**config.mk**
```make
export PLATFORM = sky130hd
export DESIGN_NAME = jk_cmd_sequencer
export DESIGN_NICKNAME = d
export VERILOG_FILES = /design/src/rtl/jk_cmd_sequencer.sv
export SDC_FILE = /design/constraint.sdc
export NUM_CORES = 1
export LEC_CHECK = 0
export ABC_AREA = 1
export CORE_MARGIN = 4
export CORE_UTILIZATION = 50
export DETAILED_ROUTE_END_ITERATION = 10
export PLACE_DENSITY = 0.72
export SETUP_SLACK_MARGIN = 0.5
export SYNTH_ARGS = -nofsm -noshare
export SYNTH_HDL_FRONTEND = slang
export SYNTH_SLANG_ARGS = --single-unit
```
**constraint.sdc**
```tcl
create_clock -name clk -period 1.95 [get_ports clk]
set_input_delay 0.39 -clock clk [delete_from_list [all_inputs] [get_ports clk]]
set_output_delay 0.39 -clock clk [all_outputs]
set_load 0.05 [all_outputs]
```
**src/rtl/jk_cmd_sequencer.sv**
```systemverilog
// jk_cmd_sequencer: queues J/K commands and replays each for rpt+1 cycles,
// keeping q_exp as a shadow of the downstream JK flop output.
module jk_cmd_sequencer #(
  parameter int DEPTH = 4,
  parameter int RPT_W = 4
) (
  input  logic                         clk,
  input  logic                         rst,
  input  logic                         cmd_valid,
  output logic                         cmd_ready,
  input  logic [1:0]                   cmd_op,
  input  logic [RPT_W-1:0]             cmd_rpt,
  input  logic                         flush,
  output logic                         j,
  output logic                         k,
  output logic                         q_exp,
  output logic                         busy,
  output logic [$clog2(DEPTH+1)-1:0]   level,
  output logic                         done
);

  localparam int LVL_W = $clog2(DEPTH + 1);
  localparam int PTR_W = $clog2(DEPTH);
  localparam int ENT_W = 2 + RPT_W;
  localparam logic [LVL_W-1:0] FULL = LVL_W'(DEPTH);
  localparam logic [PTR_W-1:0] LAST = PTR_W'(DEPTH - 1);

  typedef enum logic {
    IDLE,
    ISSUE
  } state_t;

  state_t           state, state_d;
  logic [RPT_W-1:0] cnt, cnt_d;
  logic             j_d, k_d, done_d;

  logic [ENT_W-1:0] mem [DEPTH];
  logic [PTR_W-1:0] wr_ptr, rd_ptr;
  logic             push, pop, empty;
  logic [1:0]       head_op;
  logic [RPT_W-1:0] head_rpt;

  logic go, run, load, fin;

  function automatic logic [PTR_W-1:0] nxt(
    input logic [PTR_W-1:0] p
  );
    return (p == LAST) ? '0 : p + PTR_W'(1);
  endfunction

  assign empty     = (level == '0);
  assign cmd_ready = (level < FULL) & ~flush;
  assign push      = cmd_valid & cmd_ready;
  assign busy      = (state == ISSUE) | ~empty;
  assign {head_op, head_rpt} = mem[rd_ptr];

  // Mutually exclusive sequencing conditions.
  assign go   = ~flush;
  assign run  = go & (state == ISSUE)
              & (cnt != '0);
  assign load = go & ~run & ~empty;
  assign fin  = go & (state == ISSUE)
              & (cnt == '0) & empty;

  always_comb begin
    state_d = state;
    cnt_d   = cnt;
    j_d     = j;
    k_d     = k;
    done_d  = 1'b0;
    pop     = 1'b0;
    unique case (1'b1)
      flush: begin
        state_d = IDLE;
        cnt_d   = '0;
        j_d     = 1'b0;
        k_d     = 1'b0;
      end
      run: begin
        cnt_d = cnt - RPT_W'(1);
      end
      load: begin
        pop        = 1'b1;
        state_d    = ISSUE;
        cnt_d      = head_rpt;
        {j_d, k_d} = head_op;
      end
      fin: begin
        state_d = IDLE;
        j_d     = 1'b0;
        k_d     = 1'b0;
        done_d  = 1'b1;
      end
      default: begin
        j_d = 1'b0;
        k_d = 1'b0;
      end
    endcase
  end

  always_ff @(posedge clk or posedge rst) begin
    if (rst) begin
      state <= IDLE;
      cnt   <= '0;
      j     <= 1'b0;
      k     <= 1'b0;
      done  <= 1'b0;
    end else begin
      state <= state_d;
      cnt   <= cnt_d;
      j     <= j_d;
      k     <= k_d;
      done  <= done_d;
    end
  end

  // Shadow of the downstream flop: samples the j/k it sees on each edge.
  always_ff @(posedge clk or posedge rst) begin
    if (rst) begin
      q_exp <= 1'b0;
    end else begin
      unique case ({j, k})
        2'b01:   q_exp <= 1'b0;
        2'b10:   q_exp <= 1'b1;
        2'b11:   q_exp <= ~q_exp;
        default: q_exp <= q_exp;
      endcase
    end
  end

  always_ff @(posedge clk) begin
    if (push) begin
      mem[wr_ptr] <= {cmd_op, cmd_rpt};
    end
  end

  always_ff @(posedge clk or posedge rst) begin
    if (rst) begin
      wr_ptr <= '0;
      rd_ptr <= '0;
      level  <= '0;
    end else if (flush) begin
      wr_ptr <= '0;
      rd_ptr <= '0;
      level  <= '0;
    end else begin
      if (push) begin
        wr_ptr <= nxt(wr_ptr);
      end
      if (pop) begin
        rd_ptr <= nxt(rd_ptr);
      end
      case ({push, pop})
        2'b10:   level <= level + LVL_W'(1);
        2'b01:   level <= level - LVL_W'(1);
        default: level <= level;
      endcase
    end
  end

endmodule

```
==> results.cfg, run 1 <==
[cells_and_area]
share_of_layout_cells_above_drive_strength_1 = 0.3744
layout.core_utilization = 0.7136
multiInputGateArea_sq_um = 686.9
area_delta_synth_final_pct = 33.70
n_antenna_cell = 0
nets = 244
sequential_cell_area_sq_um = 1125
fillCellCount = 247

[clock_network]
cts_buffer_depth = 2
cts.sinks = 40
cts_hold_buffers = 0
clockRootBuffer = sky130_fd_sc_hd__clkbuf_4
worst_setup_hold_path_clk_slew_ns = 0.12
insertion_delay_ns = 0.35
cts-buffers-inserted = 5
tritoncts = yes
clock_tree.htree_level_count = 2

[route]
drt_pre_antenna_iters = 4
detailroute.via_count = 1465
drtIter0Drc = 111
routedWlPerCell_um = 15.49
ant_nets = 0
dr_drc_count = 0
post_drt_via_cell_ratio = 5.366
postRouteWirelength_mm = 4.228

[worst_setup_path]
setup.worst_path.start_class = flip-flop
timing.critical_path.buf_inv = 4
crit_top_cell = sky130_fd_sc_hd__nand2_2
critical-path-max-stage-delay_ns = 0.42
cp_slowest_cell = sky130_fd_sc_hd__dfrtp_1
critical_path.max_fanout = 7
worst-endpoint-required_ns = 2.20
critical_path.cell_chain = inv_2 -> ha_4 -> nand2_4 -> nand2_4 -> buf_4 -> buf_6 -> nand3_4 -> nand2_2 -> nand2_2 -> nand2_2 -> inv_2 -> nand2_1 -> nand2_1
timing_worst_setup_path_type = flip-flop to flip-flop
setup.worst_path.end_class = flip-flop
path_delay_family = simple AND/OR/NAND/NOR gates
worstPathArrival_ns = 1.91

[logic_synthesis]
yosys.area.top_type = sky130_fd_sc_hd__edfxtp_1
synth.ff_latch_count = 40
yosys.cell_types.count = 25
postSynthCellCount = 174
net_count_after_synthesis = 192
synth_warn = 0
synth_top_area_share = 0.3953
ys_top_cells_by_area = sky130_fd_sc_hd__edfxtp_1, sky130_fd_sc_hd__dfrtp_1, sky130_fd_sc_hd__nand2_1, sky130_fd_sc_hd__ha_1, sky130_fd_sc_hd__inv_1
synth_sequential_area_ratio = 0.6150
syn-cell-area_sq_um = 1823
synth.avg_cell_area_sq_um = 10.48

[timing]
timing.slew.headroom = 0.5794
worst_clock_skew_ns = 0.007298
min_period_over_period = 0.8538
post-route-min-period_ns = 1.665
grt_setup_unrepaired = yes
timing.fmax_mhz = 600.7
worst_slack_ns = 0.2852
timing.final.setup_violations = 0
timing_hold_violations_final = 0
slew_at_the_pin_with_the_worst_max_slew_slack_ns = 0.6302
slew_viol_final = 0

[floorplanning]
start_util = 0.5337
ioPinCount = 19
fp.dieH_um = 68.38
dieArea_sq_um = 4676
placement_rows = 21
design.core.area_sq_um = 3416
die_w_um = 68.38

[global_route]
global_route.usage.met2 = 0.3218
globalRoute.totalOverflow = 0
largest_net_degree_at_the_start_of_global_routing = 17
number_of_global_route_vias_before_repair = 1375
number_of_antenna_violations_at_the_first_check_in_global_routing = 0
gr-usage-met3 = 0.04762
globalRoute.busiestLayer = met2
track_usage = 0.1854
gr-usage-met1 = 0.1991
grt_pass1_wl_mm = 6.092

[power_and_ir_drop]
p_seq_frac = 0.355
power.clock.fraction = 0.120
power_switching_share = 0.4376
p_int_mw = 1.933
pwr_density_cell_nw_per_um2 = 1410
power.static_leakage_nw = 1.070
irDropWorstVdd_mv = 0.6416
power.net_switching_mw = 1.504
share_comb_of_total_power = 0.525

[placed_design]
preCtsSetupSlack_ns = -0.09021
dpl.hpwl_mm = 2.561
gp_congestion = 0.8579
placement.io_buffers = 18

[worst_hold_path]
min_path_type = primary input to asynchronous set/reset pin

[status]
outcome = complete, no violations

[flow_run]
cap_violations = 0
-- power by group through the flow --
stage | Combinational, mW | Clock (mW) | Sequential, mW
global route | 1.96 | 0.464 | 1.24
finish | 1.80 | 0.413 | 1.22
CTS | 1.57 | 0.418 | 1.21
detailed placement | 1.37 | 0 | 1.24
global placement | 1.32 | 0 | 1.23
floorplan | 0.775 | 0 | 1.40
-- timing repair --
action	in CTS	in global routing
pin swaps	7	9
gates resized for setup	36	24
setup buffers	8	9
endpoints found under the setup margin	35	18
-- sequential cells by signal (all words and copies together), names as in the netlist --
| signal | cells |
|---|---|
| cnt | 4 |
| done | 1 |
| j | 1 |
| k | 1 |
| level | 3 |
| mem | 24 |
| q_exp | 1 |
| rd_ptr | 2 |
| state | 1 |
| wr_ptr | 2 |
-- final timing paths --
path                            startpoint         to  slack [ns]  depth (start not counted)
worst min-delay path                   rst  wr_ptr[0]        0.42                          2
worst max register to register      cnt[0]   level[1]        0.29                         13
worst min register to register       q_exp      q_exp        0.50                          1
max in group asynchronous              rst   level[1]        1.08                          2
worst max-delay path                cnt[0]   level[1]        0.29                         13
min in group clk                     q_exp      q_exp        0.50                          1
-- area by class of cell --
type / count / area share
multi-input cells: 106 / 0.2818
inverters: 26 / 0.04107
clock buffers: 6 / 0.01694
well taps: 46 / 0.02361
repair buffers: 47 / 0.1699
clock inverters: 2 / 0.005133
flip-flops and latches: 40 / 0.4615
-- cell families after synthesis --
logic type / synth area share
flip-flops: 0.6150
AND/OR/NAND/NOR: 0.1640
adder cells (fa/ha/maj): 0.05902
AO/OA/AOI/OAI: 0.09334
XOR/XNOR: 0.009611
buffers and inverters: 0.05902
-- through the flow --
stage	instance area (sq um)	setup TNS [ns]	hold slack, ns	total power, mW	cells
finish	2437	0	0.4221	3.437	273
global route	2437	0	0.4904	3.658	273
CTS	2316	0	0.4417	3.201	264
detailed placement	2155	-0.1295	0.4923	2.607	248
global placement	2155	-0.02393	0.4711	2.542	248
floorplan	1837	0	0.3035	2.170	174
-- synthesized netlist by cell type (all sizes together) --
library cell	count
fa	1
xnor2	1
nor3	1
o21ai	18
dfrtp	16
nor4	1
nand4	2
buf	2
xor2	1
nor2	24
o22ai	6
inv	26
a21oi	4
nand3	5
nand2	32
o211ai	3
edfxtp	24
ha	7
-- cells in the final DEF, fill, tap and decap left out, types with 6 or more instances in the layout --
cell                              count
sky130_fd_sc_hd__buf_4               25
sky130_fd_sc_hd__edfxtp_1            24
sky130_fd_sc_hd__nand2_1             20
sky130_fd_sc_hd__nor2_1              18
sky130_fd_sc_hd__o21ai_0             17
sky130_fd_sc_hd__inv_1               15
sky130_fd_sc_hd__dfrtp_1             13
sky130_fd_sc_hd__inv_2               10
sky130_fd_sc_hd__nand2_2              9
sky130_fd_sc_hd__clkdlybuf4s50_1      8
sky130_fd_sc_hd__o22ai_1              6
sky130_fd_sc_hd__ha_1                 6
sky130_fd_sc_hd__buf_6                6
-- layer usage --
layer	vias to the layer above	share of wire
li1	688	-
met1	717	0.40
met2	46	0.51
met3	14	0.050
met4	0	0.040
met5	-	0
Note: power is estimated with default switching activity, not from simulation.
==> run 2: changes to the inputs <==
Settings changed: GPL_ROUTABILITY_DRIVEN set to 1.
==> results of run 2 <==
No change in the layout: final DEF, timing and power equal those of run 1.
==> run 3: changes to the inputs <==
Settings changed: CORE_UTILIZATION 50 to 39, CTS_CLUSTER_SIZE set to 20, HOLD_SLACK_MARGIN set to 0.02, PLACE_DENSITY 0.72 to not set.
==> results.cfg, run 3 (synthesis gave the netlist of run 1 again) <==
[placed_design]
dpl.hpwl_mm = 2.668
preCtsSetupSlack_ns = -0.09120
gp_congestion = 0.7970
placedInstanceArea_sq_um = 2170
placement.io_buffers = 18
dp_cells = 255

[timing]
timing.fmax_mhz = 637.0
grt_setup_unrepaired = yes
timing.slew.headroom = 0.7425
timing.final.setup_violations = 0
worst_slack_ns = 0.3800
min_period_over_period = 0.8051
timing_hold_violations_final = 0
slew_viol_final = 0
post-route-min-period_ns = 1.570
worst_clock_skew_ns = 0.005808
slew_at_the_pin_with_the_worst_max_slew_slack_ns = 0.3858

[clock_network]
clock_tree.htree_level_count = 2
cts-buffers-inserted = 5
tritoncts = yes
worst_setup_hold_path_clk_slew_ns = 0.08
cts.sinks = 40
insertion_delay_ns = 0.29
cts_buffer_depth = 2
clockRootBuffer = sky130_fd_sc_hd__clkbuf_8

[route]
postRouteWirelength_mm = 3.926
post_drt_via_cell_ratio = 4.917
dr_drc_count = 0
detailroute.via_count = 1357
drtIter0Drc = 60
drt_pre_antenna_iters = 4
ant_nets = 0
routedWlPerCell_um = 14.22

[worst_setup_path]
worst_reg_to_reg_cells = 9
reg2reg_to = level[1]
cp_slowest_cell = sky130_fd_sc_hd__fa_2
setup.worst_path.end_class = flip-flop
worst-r2r-setup-slack_ns = 0.38
setup.worst_path.start_class = flip-flop
worst-endpoint-required_ns = 2.14
critical-path-max-stage-delay_ns = 0.42
worstPathArrival_ns = 1.76
path_delay_family = adder cells
worst-path-stages = 9
critical_path.max_fanout = 2
crit_path_start = cnt[0]
timing_worst_setup_path_type = flip-flop to flip-flop
critical_path.cell_chain = inv_2 -> ha_4 -> nand2_4 -> nand2_2 -> nand4_1 -> inv_1 -> fa_2 -> nand2_1 -> nand2_1
crit_top_cell = sky130_fd_sc_hd__nand2_1
regToRegStartpoint = cnt[0]
timing.critical_path.buf_inv = 2

[cells_and_area]
fillCellCount = 378
layout.cells.most_common = sky130_fd_sc_hd__buf_4
nets = 241
sequential_cell_area_sq_um = 1125
final-instance-count-excl-fill = 276
n_antenna_cell = 0
final_area_sq_um = 2452
largest_register_ffs = 24
share_of_layout_cells_above_drive_strength_1 = 0.3348
top_regs = mem x24, cnt x4, level x3
commonest_cells_after_routing_fill_and_taps_aside = sky130_fd_sc_hd__buf_4, sky130_fd_sc_hd__nand2_1, sky130_fd_sc_hd__edfxtp_1
top_register = mem
area_delta_synth_final_pct = 34.52
multiInputGateArea_sq_um = 663.1
layout.core_utilization = 0.5518

[floorplanning]
placement_rows = 24
ioPinCount = 19
start_util = 0.4102
dieArea_sq_um = 5832
design.core.area_sq_um = 4444
fp.dieH_um = 76.37
die_w_um = 76.37

[power_and_ir_drop]
irDropWorstVdd_mv = 0.5166
pwr_density_cell_nw_per_um2 = 1462
fin_total_pwr_mw = 3.585
power.static_leakage_nw = 1.073

[global_route]
globalRoute.totalOverflow = 0
largest_net_degree_at_the_start_of_global_routing = 17
track_usage = 0.1443
grt_pass1_wl_mm = 6.686
number_of_global_route_vias_before_repair = 1406
number_of_antenna_violations_at_the_first_check_in_global_routing = 0

[status]
outcome = complete, no violations

[worst_hold_path]
min_path_type = primary input to asynchronous set/reset pin

[flow_run]
cap_violations = 0
[run 3: cell types whose count changed in the layout (fill, tap and decap cells not counted), sizes merged]
cell	delta
buf	-4
bufinv	+1
clkbuf	-1
clkdlybuf4s15	+1
clkinv	+1
clkinvlp	-1
[run 3: how the worst max path moves through the flow]
stage	to	slack, ns
2_1_floorplan	level[2]	0.06
3_3_place_gp	level[2]	-0.03
3_5_place_dp	level[2]	-0.09
4_1_cts	level[1]	0.38
5_1_grt	level[1]	0.28
6_report	level[1]	0.38
[run 3: stage by stage]
step	hold WS (ns)	setup TNS [ns]
2_1_floorplan	0.3035	0
3_3_place_gp	0.4758	-0.04459
3_5_place_dp	0.4961	-0.1456
4_1_cts	0.4003	0
5_1_grt	0.4289	0
6_report	0.4014	0
[run 3: cell type report]
class                           instances  area share
Sequential cell                        40      0.4587
Multi-Input combinational cell        106      0.2704
Timing Repair Buffer                   44      0.1561
Inverter                               26     0.04082
Clock buffer                            5     0.02806
Tap cell                               52     0.02653
Clock inverter                          3     0.01939
[run 3: timing repair]
| item | in CTS | in global routing |
|---|---|---|
| buffers inserted | 9 | 4 |
| pin swaps | 4 | 4 |
| resized for setup | 31 | 14 |
| setup endpoints to repair | 41 | 17 |
| hold buffers | 0 | 0 |
[run 3: metal layers]
layer / track usage / vias to the layer above / part of all wire
li1: - / 681 / -
met1: 0.1776 / 657 / 0.45
met2: 0.2434 / 14 / 0.51
met3: 0.04019 / 5 / 0.030
met4: 0.04891 / 0 / 0.0092
met5: 0 / - / 0
[run 3: tightest hold or removal path, cell delays in order]
cell and delay [ns]:
sky130_fd_sc_hd__clkdlybuf4s50_1 0.39, sky130_fd_sc_hd__inv_1 0.05, sky130_fd_sc_hd__buf_4 0.23
[run 3: report_power, final]
group | total (mW) | internal [mW] | switching (mW)
clock | 0.691 | 0.385 | 0.306
sequential | 1.22 | 1.08 | 0.134
combinational | 1.68 | 0.661 | 1.02
total | 3.59 | 2.13 | 1.46
